$ cat config.mk
export PLATFORM = sky130hd
export DESIGN_NAME = fetch_queue
export DESIGN_NICKNAME = d
export VERILOG_FILES = /design/src/rtl/fetch_queue_pkg.sv /design/src/rtl/fetch_queue_len_decode.sv /design/src/rtl/fetch_queue.sv
export SDC_FILE = /design/constraint.sdc
export NUM_CORES = 1
export LEC_CHECK = 0
export ABC_CLOCK_PERIOD_IN_PS = 5200
export CAP_MARGIN = 20
export CORE_MARGIN = 8
export CORE_UTILIZATION = 55
export CTS_CLUSTER_DIAMETER = 60
export CTS_CLUSTER_SIZE = 20
export DETAILED_ROUTE_END_ITERATION = 8
export PLACE_DENSITY = 0.81
export SLEW_MARGIN = 40
export SYNTH_ARGS = -nofsm -noshare
export SYNTH_HDL_FRONTEND = slang
export SYNTH_SLANG_ARGS = --single-unit
$ cat constraint.sdc
create_clock -name phi1 -period 5.2 [get_ports phi1]
set_input_delay 1.04 -clock phi1 [delete_from_list [all_inputs] [get_ports phi1]]
set_output_delay 1.04 -clock phi1 [all_outputs]
set_load 0.005 [all_outputs]
$ cat src/rtl/fetch_queue_pkg.sv
// fetch_queue_pkg: constants shared by the prefetch unit, the length
// decoder and the tools that reuse the decoder (disassembler, trace monitor).
//   DEFAULT_*        default widths and the post-reset fetch address
//   am3_t            bbb field (opcode[4:2]) addressing-mode codes
//   LEN_1..LEN_3     instruction length codes as carried on instr_len
package fetch_queue_pkg;

  localparam int DEFAULT_ADDR_WIDTH       = 16;
  localparam int DEFAULT_REG_WIDTH        = 8;
  localparam int DEFAULT_INSTRUCTION_BASE = 32'h0000_0600;

  // Names follow the cc=01 group; the same bbb values select other modes
  // in the cc=00/10 groups, which the length decoder handles explicitly.
  typedef enum logic [2:0] {
    AM3_ZPX_IND  = 3'b000,
    AM3_ZP       = 3'b001,
    AM3_IMM      = 3'b010,
    AM3_ABS      = 3'b011,
    AM3_ZP_IND_Y = 3'b100,
    AM3_ZPX      = 3'b101,
    AM3_ABSY     = 3'b110,
    AM3_ABSX     = 3'b111
  } am3_t;

  localparam logic [1:0] LEN_1 = 2'd1;
  localparam logic [1:0] LEN_2 = 2'd2;
  localparam logic [1:0] LEN_3 = 2'd3;

endpackage

$ cat src/rtl/fetch_queue_len_decode.sv
// fetch_len_decode: combinational opcode -> instruction length (1..3 bytes).
//   opcode     in   REG_WIDTH  opcode byte (only bits [7:0] are meaningful)
//   instr_len  out  2          LEN_1 / LEN_2 / LEN_3
module fetch_len_decode
  import fetch_queue_pkg::*;
#(
  parameter int REG_WIDTH = DEFAULT_REG_WIDTH
) (
  input  logic [REG_WIDTH-1:0] opcode,
  output logic [1:0]           instr_len
);

  logic [1:0] cc;
  am3_t       bbb;

  always_comb begin
    cc        = opcode[1:0];
    bbb       = am3_t'(opcode[4:2]);
    instr_len = LEN_1;
    if (opcode[7:0] == 8'h20) begin
      // JSR abs sits in a group that is otherwise single-byte.
      instr_len = LEN_3;
    end else if (opcode[7:0] inside {8'hA0, 8'hA2, 8'hC0, 8'hE0}) begin
      // LDY/LDX/CPY/CPX immediate.
      instr_len = LEN_2;
    end else if (cc == 2'b01) begin
      // ALU group: every mode carries an operand; absolute forms take two.
      if (bbb inside {AM3_ABS, AM3_ABSY, AM3_ABSX}) instr_len = LEN_3;
      else                                         instr_len = LEN_2;
    end else if (cc == 2'b11) begin
      instr_len = LEN_1;
    end else if (cc == 2'b10 && bbb == AM3_ZP_IND_Y) begin
      instr_len = LEN_1;
    end else begin
      case (bbb)
        AM3_ABS, AM3_ABSX:             instr_len = LEN_3;
        AM3_ZP, AM3_ZP_IND_Y, AM3_ZPX: instr_len = LEN_2;
        default:                       instr_len = LEN_1;
      endcase
    end
  end

endmodule

$ cat src/rtl/fetch_queue.sv
// fetch_queue: sequential instruction prefetch and 1..3 byte assembly.
//   phi1, reset_n          clock; synchronous active-low reset
//   mem_addr/req/grant     read request port, accepted when req && grant
//   data_in                read data, valid one cycle after an accept
//   redirect_valid/addr    flush everything and restart fetch at addr
//   instr_valid/ready      instruction handshake to decode/execute
//   opcode, operand        assembled instruction, operand = {hi, lo}
//   instr_len, instr_pc    length 1..3 and address of the opcode byte
// Handshake: an instruction transfers on a posedge where instr_valid and
// instr_ready are both high; while instr_valid && !instr_ready every
// instruction output holds its value.
module fetch_queue
  import fetch_queue_pkg::*;
#(
  parameter int                    ADDR_WIDTH       = DEFAULT_ADDR_WIDTH,
  parameter int                    REG_WIDTH        = DEFAULT_REG_WIDTH,
  parameter int                    QUEUE_DEPTH      = 4,
  parameter logic [ADDR_WIDTH-1:0] INSTRUCTION_BASE = ADDR_WIDTH'(DEFAULT_INSTRUCTION_BASE)
) (
  input  logic                   phi1,
  input  logic                   reset_n,
  output logic [ADDR_WIDTH-1:0]  mem_addr,
  output logic                   mem_req,
  input  logic                   mem_grant,
  input  logic [REG_WIDTH-1:0]   data_in,
  input  logic                   redirect_valid,
  input  logic [ADDR_WIDTH-1:0]  redirect_addr,
  output logic                   instr_valid,
  input  logic                   instr_ready,
  output logic [REG_WIDTH-1:0]   opcode,
  output logic [2*REG_WIDTH-1:0] operand,
  output logic [1:0]             instr_len,
  output logic [ADDR_WIDTH-1:0]  instr_pc
);

  localparam int PW = $clog2(QUEUE_DEPTH);
  localparam int CW = PW + 1;
  localparam int OW = CW + 1;

  logic [REG_WIDTH-1:0]  q [QUEUE_DEPTH];
  logic [PW-1:0]         head_ptr, tail_ptr;
  logic [CW-1:0]         count;
  logic                  pending;
  logic [ADDR_WIDTH-1:0] fetch_addr, head_addr;

  logic [REG_WIDTH-1:0]  win [3];
  logic [REG_WIDTH-1:0]  op_lo, op_hi;
  logic [1:0]            head_len;
  logic [OW-1:0]         occupancy;
  logic                  accept, assemble;
  logic [CW-1:0]         pop_count;

  // Three-byte view of the queue head. Bytes past the stored count come
  // from data_in, so the byte returning this cycle can complete an
  // instruction without first spending a cycle in the queue.
  always_comb begin
    for (int i = 0; i < 3; i++) begin
      win[i] = (CW'(i) < count) ? q[head_ptr + PW'(i)] : data_in;
    end
    op_lo = (head_len != LEN_1) ? win[1] : '0;
    op_hi = (head_len == LEN_3) ? win[2] : '0;
  end

  fetch_len_decode #(.REG_WIDTH(REG_WIDTH)) u_len_decode (
    .opcode    (win[0]),
    .instr_len (head_len)
  );

  // count + pending serves both as the reservation check for a new request
  // and as the bytes usable this cycle (a pending read always returns now).
  assign occupancy = {1'b0, count} + OW'(pending);
  assign mem_req   = !redirect_valid && (occupancy < OW'(QUEUE_DEPTH));
  assign mem_addr  = fetch_addr;
  assign accept    = mem_req && mem_grant;
  assign assemble  = !redirect_valid && (occupancy >= OW'(head_len)) &&
                     (!instr_valid || instr_ready);
  assign pop_count = assemble ? CW'(head_len) : '0;

  always_ff @(posedge phi1) begin
    if (!reset_n) begin
      fetch_addr  <= INSTRUCTION_BASE;
      head_addr   <= INSTRUCTION_BASE;
      head_ptr    <= '0;
      tail_ptr    <= '0;
      count       <= '0;
      pending     <= 1'b0;
      instr_valid <= 1'b0;
      opcode      <= '0;
      operand     <= '0;
      instr_len   <= '0;
      instr_pc    <= '0;
      for (int i = 0; i < QUEUE_DEPTH; i++) q[i] <= '0;
    end else if (redirect_valid) begin
      // Clearing pending discards the read still in flight.
      fetch_addr  <= redirect_addr;
      head_addr   <= redirect_addr;
      head_ptr    <= '0;
      tail_ptr    <= '0;
      count       <= '0;
      pending     <= 1'b0;
      instr_valid <= 1'b0;
    end else begin
      pending <= accept;
      if (accept) fetch_addr <= fetch_addr + 1'b1;
      // The returning byte is always written, even when it is consumed
      // straight from data_in; the head pointer then steps past it.
      if (pending) begin
        q[tail_ptr] <= data_in;
        tail_ptr    <= tail_ptr + 1'b1;
      end
      count <= count + CW'(pending) - pop_count;
      if (assemble) begin
        opcode      <= win[0];
        operand     <= {op_hi, op_lo};
        instr_len   <= head_len;
        instr_pc    <= head_addr;
        instr_valid <= 1'b1;
        head_ptr    <= head_ptr + PW'(head_len);
        head_addr   <= head_addr + ADDR_WIDTH'(head_len);
      end else if (instr_ready) begin
        instr_valid <= 1'b0;
      end
    end
  end

endmodule

==> impl_metrics.env, run 1 <==
export IMPL_cts_root_buf="clkbuf_8"
export IMPL_worstMarginPinSlew_ps=802.1
export IMPL_ctsLongestPathBuffers=2
export IMPL_core_area_um2=10750
export IMPL_dieHeight_um=120.3
export IMPL_syn_num_nets=621
export IMPL_postCtsHoldBufs=0
export IMPL_numCtsBuffers=17
export IMPL_first_pass_iters=5
export IMPL_min_path_type="reg2reg"
export IMPL_start_util_pct=55.72
export IMPL_ioPinCount=89
export IMPL_ys_types=54
export IMPL_pre_cts_ws_ps=146.2
export IMPL_synth_edf_count=32
export IMPL_clock_latency_ps=530
export IMPL_routed_via_count=4907
export IMPL_yosysWarnings=0
export IMPL_synthFlopType="dfxtp_1"
export IMPL_fin_nets=715
export IMPL_ant_nets=0
export IMPL_design_area_um2=7626
export IMPL_fp_row_count=38
export IMPL_syn2layout_area_growth_pct=27.38
export IMPL_port_buffers=88
export IMPL_register_area_um2=2664
export IMPL_regToRegSetupSlack_ps=460
export IMPL_die_w_um=120.3
export IMPL_post_cts_buffers=0
export IMPL_drv_slew=0
export IMPL_fin_cells=826
export IMPL_clock_sinks=117
export IMPL_fin_crit_sh_pct=91.07
export IMPL_grt_pass1_wl_mm=25.74
export IMPL_cts_repair_resized=0
export IMPL_worst_setup_path_end_kind="flip-flop"
export IMPL_grt_total_usage_pct=22.30
export IMPL_syn_area_um2=5987
export IMPL_power_total_mw=3.876
export IMPL_wl_met2_mm=7.984
export IMPL_crit_required_ps=5600
export IMPL_multi_input_area_um2=3134
export IMPL_setup_slack_ps=464.2
export IMPL_wl_met3_mm=1.086
export IMPL_place_area_um2=7048
export IMPL_drc_errors=0
export IMPL_final_fill_count=775
export IMPL_topRoutingLayerUsed="met4"
export IMPL_layout_commonest_cell="clkdlybuf4s50_1"
export IMPL_layout_common_cells="87 x clkdlybuf4s50_1, 84 x dfxtp_1, 82 x nand2_1"
export IMPL_grt_max_degree=58
export IMPL_seq_area_frac_synth_pct=44.47
export IMPL_clkSlewWorstSetupHoldPaths_ps=60
export IMPL_hold_ws_ps=456.0
export IMPL_syn_inst=579
export IMPL_vdd_drop_max_v=0.0003573
export IMPL_status="finished, final reports clean"
export IMPL_hold_violations=0
export IMPL_p_per_area_nw_per_um2=508.2
export IMPL_finalSetupViolCount=0
export IMPL_rr_worst_depth=18
export IMPL_relSlewSlack_pct=46.53
export IMPL_leakagePower_nw=2.859
export IMPL_dp_cells=794
export IMPL_antennaDiodeCount=0
export IMPL_met1_length_mm=6.678
export IMPL_critPathMaxFanout=8
export IMPL_r2r_end="count[2]$_SDFF_PP0_"
export IMPL_synth_async_reset_ratio_pct=0
export IMPL_synth_seq_cells=117
export IMPL_grt_pass1_vias=5014
export IMPL_fp_dieArea_um2=14480
export IMPL_cts_tree="done"
export IMPL_arrival_ps=5140
export IMPL_critical_path_class="reg2reg"
export IMPL_tns_ps=0
export IMPL_postSynthAreaPerCell_um2=10.34
export IMPL_wl_per_cell_um=19.37
export IMPL_avgViaCountPerCell=5.941
export IMPL_drive_gt1_share_pct=15.31
export IMPL_endpoint="count[2]$_SDFF_PP0_"
export IMPL_gp_congestion=0.9112
export IMPL_postRouteWirelength_mm=16.00
export IMPL_fmax_mhz=211.2
export IMPL_antenna_found_initial=0
export IMPL_min_period_ps=4736
export IMPL_hpwlAfterDp_mm=11.47
export IMPL_skew_ps=7.968
export IMPL_first_iter_violations=421
export IMPL_fin_util_pct=70.97
export IMPL_rsz0062_at_grt="false"
export IMPL_critPathLaunchType="flip-flop"
export IMPL_grt_remaining_overflow=0
export IMPL_drv_cap=0
export IMPL_cts_max_level=4
cell families (layout without fill, tap and decap cells):
| group | after synthesis | in the layout | share of synthesized area, % |
|---|---|---|---|
| AOI/OAI and AO/OA | 110 | 110 | 12.37 |
| xor gates and xnor gates | 32 | 32 | 4.681 |
| adders and majority gates | 13 | 13 | 2.968 |
| buffers and inverters | 46 | 153 | 3.302 |
| DFF | 117 | 117 | 44.47 |
| muxes | 55 | 55 | 15.26 |
| and+or+nand+nor | 206 | 206 | 16.95 |
synth_stat cells, types with 2 or more instances:
cell type / n / area [µm²]
nand2b_1: 7 / 43.79
edfxtp_1: 32 / 960.9
xnor2_1: 18 / 157.7
buf_2: 2 / 10.01
nor3b_1: 5 / 37.54
o21ai_0: 20 / 100.1
mux2i_4: 2 / 45.04
or3_1: 2 / 12.51
a21oi_1: 31 / 155.2
nor3_1: 11 / 55.05
a31oi_1: 3 / 18.77
a21o_1: 2 / 15.01
nand3_1: 16 / 80.08
mux4_2: 21 / 473.0
a32o_1: 7 / 70.07
nand2_1: 82 / 307.8
nand4_1: 2 / 12.51
mux4_1: 3 / 78.83
clkbuf_1: 24 / 90.09
and2_1: 27 / 168.9
dfxtp_1: 85 / 1702
xor2_1: 14 / 122.6
mux2i_1: 8 / 80.08
mux2_2: 20 / 225.2
nor2_1: 24 / 90.09
a21boi_1: 2 / 15.01
buf_6: 2 / 22.52
buf_4: 2 / 15.01
nor2b_1: 4 / 25.02
buf_1: 3 / 11.26
fa_1: 2 / 40.04
ha_1: 11 / 137.6
inv_1: 12 / 45.04
o211a_1: 6 / 60.06
nor4_1: 5 / 31.28
and3_2: 2 / 15.01
a21boi_0: 27 / 202.7
and3_1: 13 / 81.33
a211oi_1: 4 / 30.03
a21oi_2: 2 / 17.52
how the worst min path moves through the flow:
| stage | start | endpoint | slack (ps) | cells after the start |
|---|---|---|---|---|
| 3_3_place_gp | operand[12]$_SDFFE_PN0P_ | operand[12]$_SDFFE_PN0P_ | 450 | 1 |
| 4_1_cts | operand[1]$_SDFFE_PN0P_ | operand[1]$_SDFFE_PN0P_ | 460 | 2 |
| 3_5_place_dp | operand[1]$_SDFFE_PN0P_ | operand[1]$_SDFFE_PN0P_ | 450 | 2 |
| 2_1_floorplan | head_addr[10]$_SDFFE_PN1P_ | instr_pc[10]$_SDFFE_PN0P_ | 440 | 2 |
| 6_report | operand[1]$_SDFFE_PN0P_ | operand[1]$_SDFFE_PN0P_ | 460 | 2 |
| 5_1_grt | operand[1]$_SDFFE_PN0P_ | operand[1]$_SDFFE_PN0P_ | 470 | 2 |
power breakdown:
part,internal [mW],leakage (nW),switching (mW),total (mW)
Sequential,1.08,1.03,0.145,1.22
Clock,0.735,0.279,0.407,1.14
Combinational,0.721,1.55,0.790,1.51
Total,2.53,2.86,1.34,3.88
layout make-up:
type	instances	area share (%)
well taps	140	2.297
clock buffers	24	6.333
clock inverters	8	1.247
repair buffers	108	13.45
inverters	13	0.6399
multi-input cells	416	41.10
flip-flops and latches	117	34.93
registers in the layout (all words and copies together) (netlist names), named ones only:
name	flops
q	32
head_addr	16
instr_pc	16
mem_addr	16
operand	16
opcode	8
count	3
head_ptr	2
instr_len	2
tail_ptr	2
instr_valid	1
pending	1
worst max-delay path: stages (launching register included):
cell and delay (ps):
dfxtp_1 620, mux4_2 560, mux2_2 330, or2_2 280
a211oi_1 340, nor3_1 150, ha_1 300, nand2b_1 170
a21o_1 210, o211ai_2 170, or4_4 170, inv_1 40
ha_1 260, inv_1 40, ha_1 180, fa_1 390
xnor2_1 200, xnor2_1 140, nor2_1 50
metal layers:
layer | track usage, % | up-vias
met2 | 36.78 | 216
met1 | 27.18 | 2379
li1 | - | 2286
met5 | 0 | -
met3 | 6.573 | 26
met4 | 8.275 | 0
(Power assumes the default switching activity.)
==> inputs of run 2 (changes only) <==
--- a/config.mk
+++ b/config.mk
@@ -5,14 +5,15 @@
 export SDC_FILE = /design/constraint.sdc
 export NUM_CORES = 1
 export LEC_CHECK = 0
-export ABC_CLOCK_PERIOD_IN_PS = 5200
+export ABC_CLOCK_PERIOD_IN_PS = 4100
 export CAP_MARGIN = 20
 export CORE_MARGIN = 8
-export CORE_UTILIZATION = 55
+export CORE_UTILIZATION = 58
 export CTS_CLUSTER_DIAMETER = 60
 export CTS_CLUSTER_SIZE = 20
 export DETAILED_ROUTE_END_ITERATION = 8
-export PLACE_DENSITY = 0.81
+export DONT_BUFFER_PORTS = 1
+export PLACE_DENSITY = 0.76
 export SLEW_MARGIN = 40
 export SYNTH_ARGS = -nofsm -noshare
 export SYNTH_HDL_FRONTEND = slang
==> constraint.sdc (replaced) <==
create_clock -name phi1 -period 4.1 [get_ports phi1]
set_input_delay 0.82 -clock phi1 [delete_from_list [all_inputs] [get_ports phi1]]
set_output_delay 0.82 -clock phi1 [all_outputs]
set_load 0.005 [all_outputs]
==> impl_metrics.env, run 2 (same netlist as run 1, synthesis figures left out) <==
export IMPL_fp_dieArea_um2=13830
export IMPL_setup_slack_ps=-234.5
export IMPL_largest_register="q"
export IMPL_syn2layout_area_growth_pct=21.61
export IMPL_arrival_ps=4740
export IMPL_finalSetupViolCount=2
export IMPL_start_util_pct=58.78
export IMPL_rsz0062_at_grt="true"
export IMPL_postRouteWirelength_mm=16.43
export IMPL_die_w_um=117.6
export IMPL_fmax_mhz=230.7
export IMPL_dieHeight_um=117.6
export IMPL_design_area_um2=7281
export IMPL_leakagePower_nw=2.803
export IMPL_hold_violations=0
export IMPL_wl_per_cell_um=21.17
export IMPL_hpwlAfterDp_mm=10.86
export IMPL_worstMarginPinSlew_ps=809.7
export IMPL_layout_common_cells="82 x nand2_1, 82 x dfxtp_1, 60 x buf_4"
export IMPL_grt_max_degree=69
export IMPL_ant_nets=0
export IMPL_register_area_um2=2669
export IMPL_critPathMaxFanout=4
export IMPL_antenna_found_initial=0
export IMPL_first_pass_iters=5
export IMPL_fin_util_pct=71.49
export IMPL_cts_root_buf="clkbuf_8"
export IMPL_min_delay_start="reset_n"
export IMPL_core_area_um2=10180
export IMPL_p_per_area_nw_per_um2=715.9
export IMPL_numCtsBuffers=17
export IMPL_cts_tree="done"
export IMPL_drv_slew=0
export IMPL_grt_pass1_wl_mm=25.12
export IMPL_skew_ps=6.604
export IMPL_place_area_um2=6449
export IMPL_fin_crit_sh_pct=105.7
export IMPL_endpoint="count[2]$_SDFF_PP0_"
export IMPL_cts_max_level=4
export IMPL_grt_pass1_vias=4735
export IMPL_routed_via_count=4775
export IMPL_drv_cap=0
export IMPL_clock_latency_ps=530
export IMPL_min_period_ps=4334
export IMPL_critPathLaunchType="flip-flop"
export IMPL_critical_path_class="reg2reg"
export IMPL_fin_nets=670
export IMPL_clkSlewWorstSetupHoldPaths_ps=60
export IMPL_ioPinCount=89
export IMPL_crit_required_ps=4510
export IMPL_gp_congestion=0.8874
export IMPL_clock_sinks=117
export IMPL_avgViaCountPerCell=6.153
export IMPL_rr_worst_depth=19
export IMPL_fp_row_count=37
export IMPL_largest_reg_flops=32
export IMPL_drive_gt1_share_pct=27.66
export IMPL_multi_input_area_um2=3338
export IMPL_antennaDiodeCount=0
export IMPL_crit_start="q[3][6]$_DFFE_PP_"
export IMPL_violations="setup timing"
export IMPL_vdd_drop_max_v=0.0004604
export IMPL_worst_setup_path_end_kind="flip-flop"
export IMPL_first_iter_violations=445
export IMPL_tns_ps=-356.4
export IMPL_r2r_end="count[2]$_SDFF_PP0_"
export IMPL_postCtsHoldBufs=0
export IMPL_regToRegSetupSlack_ps=-230
export IMPL_min_path_type="in2reg"
export IMPL_grt_remaining_overflow=0
export IMPL_final_fill_count=691
export IMPL_port_buffers=0
export IMPL_drc_errors=0
export IMPL_grt_total_usage_pct=22.84
export IMPL_ctsLongestPathBuffers=2
export IMPL_worst_r2r_startpoint="q[3][6]$_DFFE_PP_"
export IMPL_relSlewSlack_pct=46.02
export IMPL_status="finished, violations left"
==> run 2: per-stage QoR <==
step | power [mW] | setup WS (ps) | hold WS (ps) | instances
CTS | 4.961 | -155.7 | 365.4 | 774
detailed placement | 3.432 | -277.6 | 477.6 | 730
global placement | 3.368 | -127.5 | 474.6 | 730
floorplan | 2.876 | -216.2 | 441.0 | 579
global route | 5.460 | -342.6 | 373.8 | 776
finish | 5.212 | -234.5 | 397.0 | 776
==> run 2: how the worst min path moves through the flow <==
stage                                       to  depth (start not counted)  slack [ps]
floorplan            instr_pc[10]$_SDFFE_PN0P_                          2         440
global placement       operand[2]$_SDFFE_PN0P_                          2         470
detailed placement     operand[2]$_SDFFE_PN0P_                          2         480
CTS                 head_addr[10]$_SDFFE_PN1P_                          1         370
global route        head_addr[10]$_SDFFE_PN1P_                          1         370
finish                mem_addr[9]$_SDFFE_PN1P_                          1         400
==> run 2: cell type report <==
cell class                      instances  area share, %
Inverter                               13         0.6702
Timing Repair Buffer                   63          6.771
Clock inverter                          8          1.031
Clock buffer                           23          6.685
Multi-Input combinational cell        416          45.85
Sequential cell                       117          36.66
Tap cell                              136          2.337
==> run 2: what timing repair did <==
| item | CTS | global route |
|---|---|---|
| buffers inserted | 13 | 2 |
| endpoints found under the setup margin | 5 | 5 |
| endpoints found under the hold margin | 0 | 0 |
| gates resized for setup | 6 | 20 |
| pin swaps | 11 | 9 |
==> run 2: metal layers <==
metal	global-route usage [%]	part of all wire (%)
met1	27.20	41
met2	36.44	48
met3	7.962	7.6
met4	10.57	3.3
met5	0	0
==> run 2: report_power, final <==
part,switching (mW),total [mW],internal (mW)
Combinational,1.17,2.25,1.08
Sequential,0.200,1.57,1.37
Clock,0.518,1.40,0.877
==> run 2: worst max-delay path, stage by stage, from the launching register on <==
cell       delay [ps]
edfxtp_1          400
mux4_2            480
mux2_4            320
buf_12            140
mux2_4            320
a2bb2oi_4         160
a21oi_2           180
inv_2              60
ha_4              260
a21o_1            190
o211ai_4           90
or4_4             500
inv_2              80
ha_4              120
inv_2              40
ha_4              150
fa_2              350
xnor2_2           180
xnor2_2           140
nor2_1             50
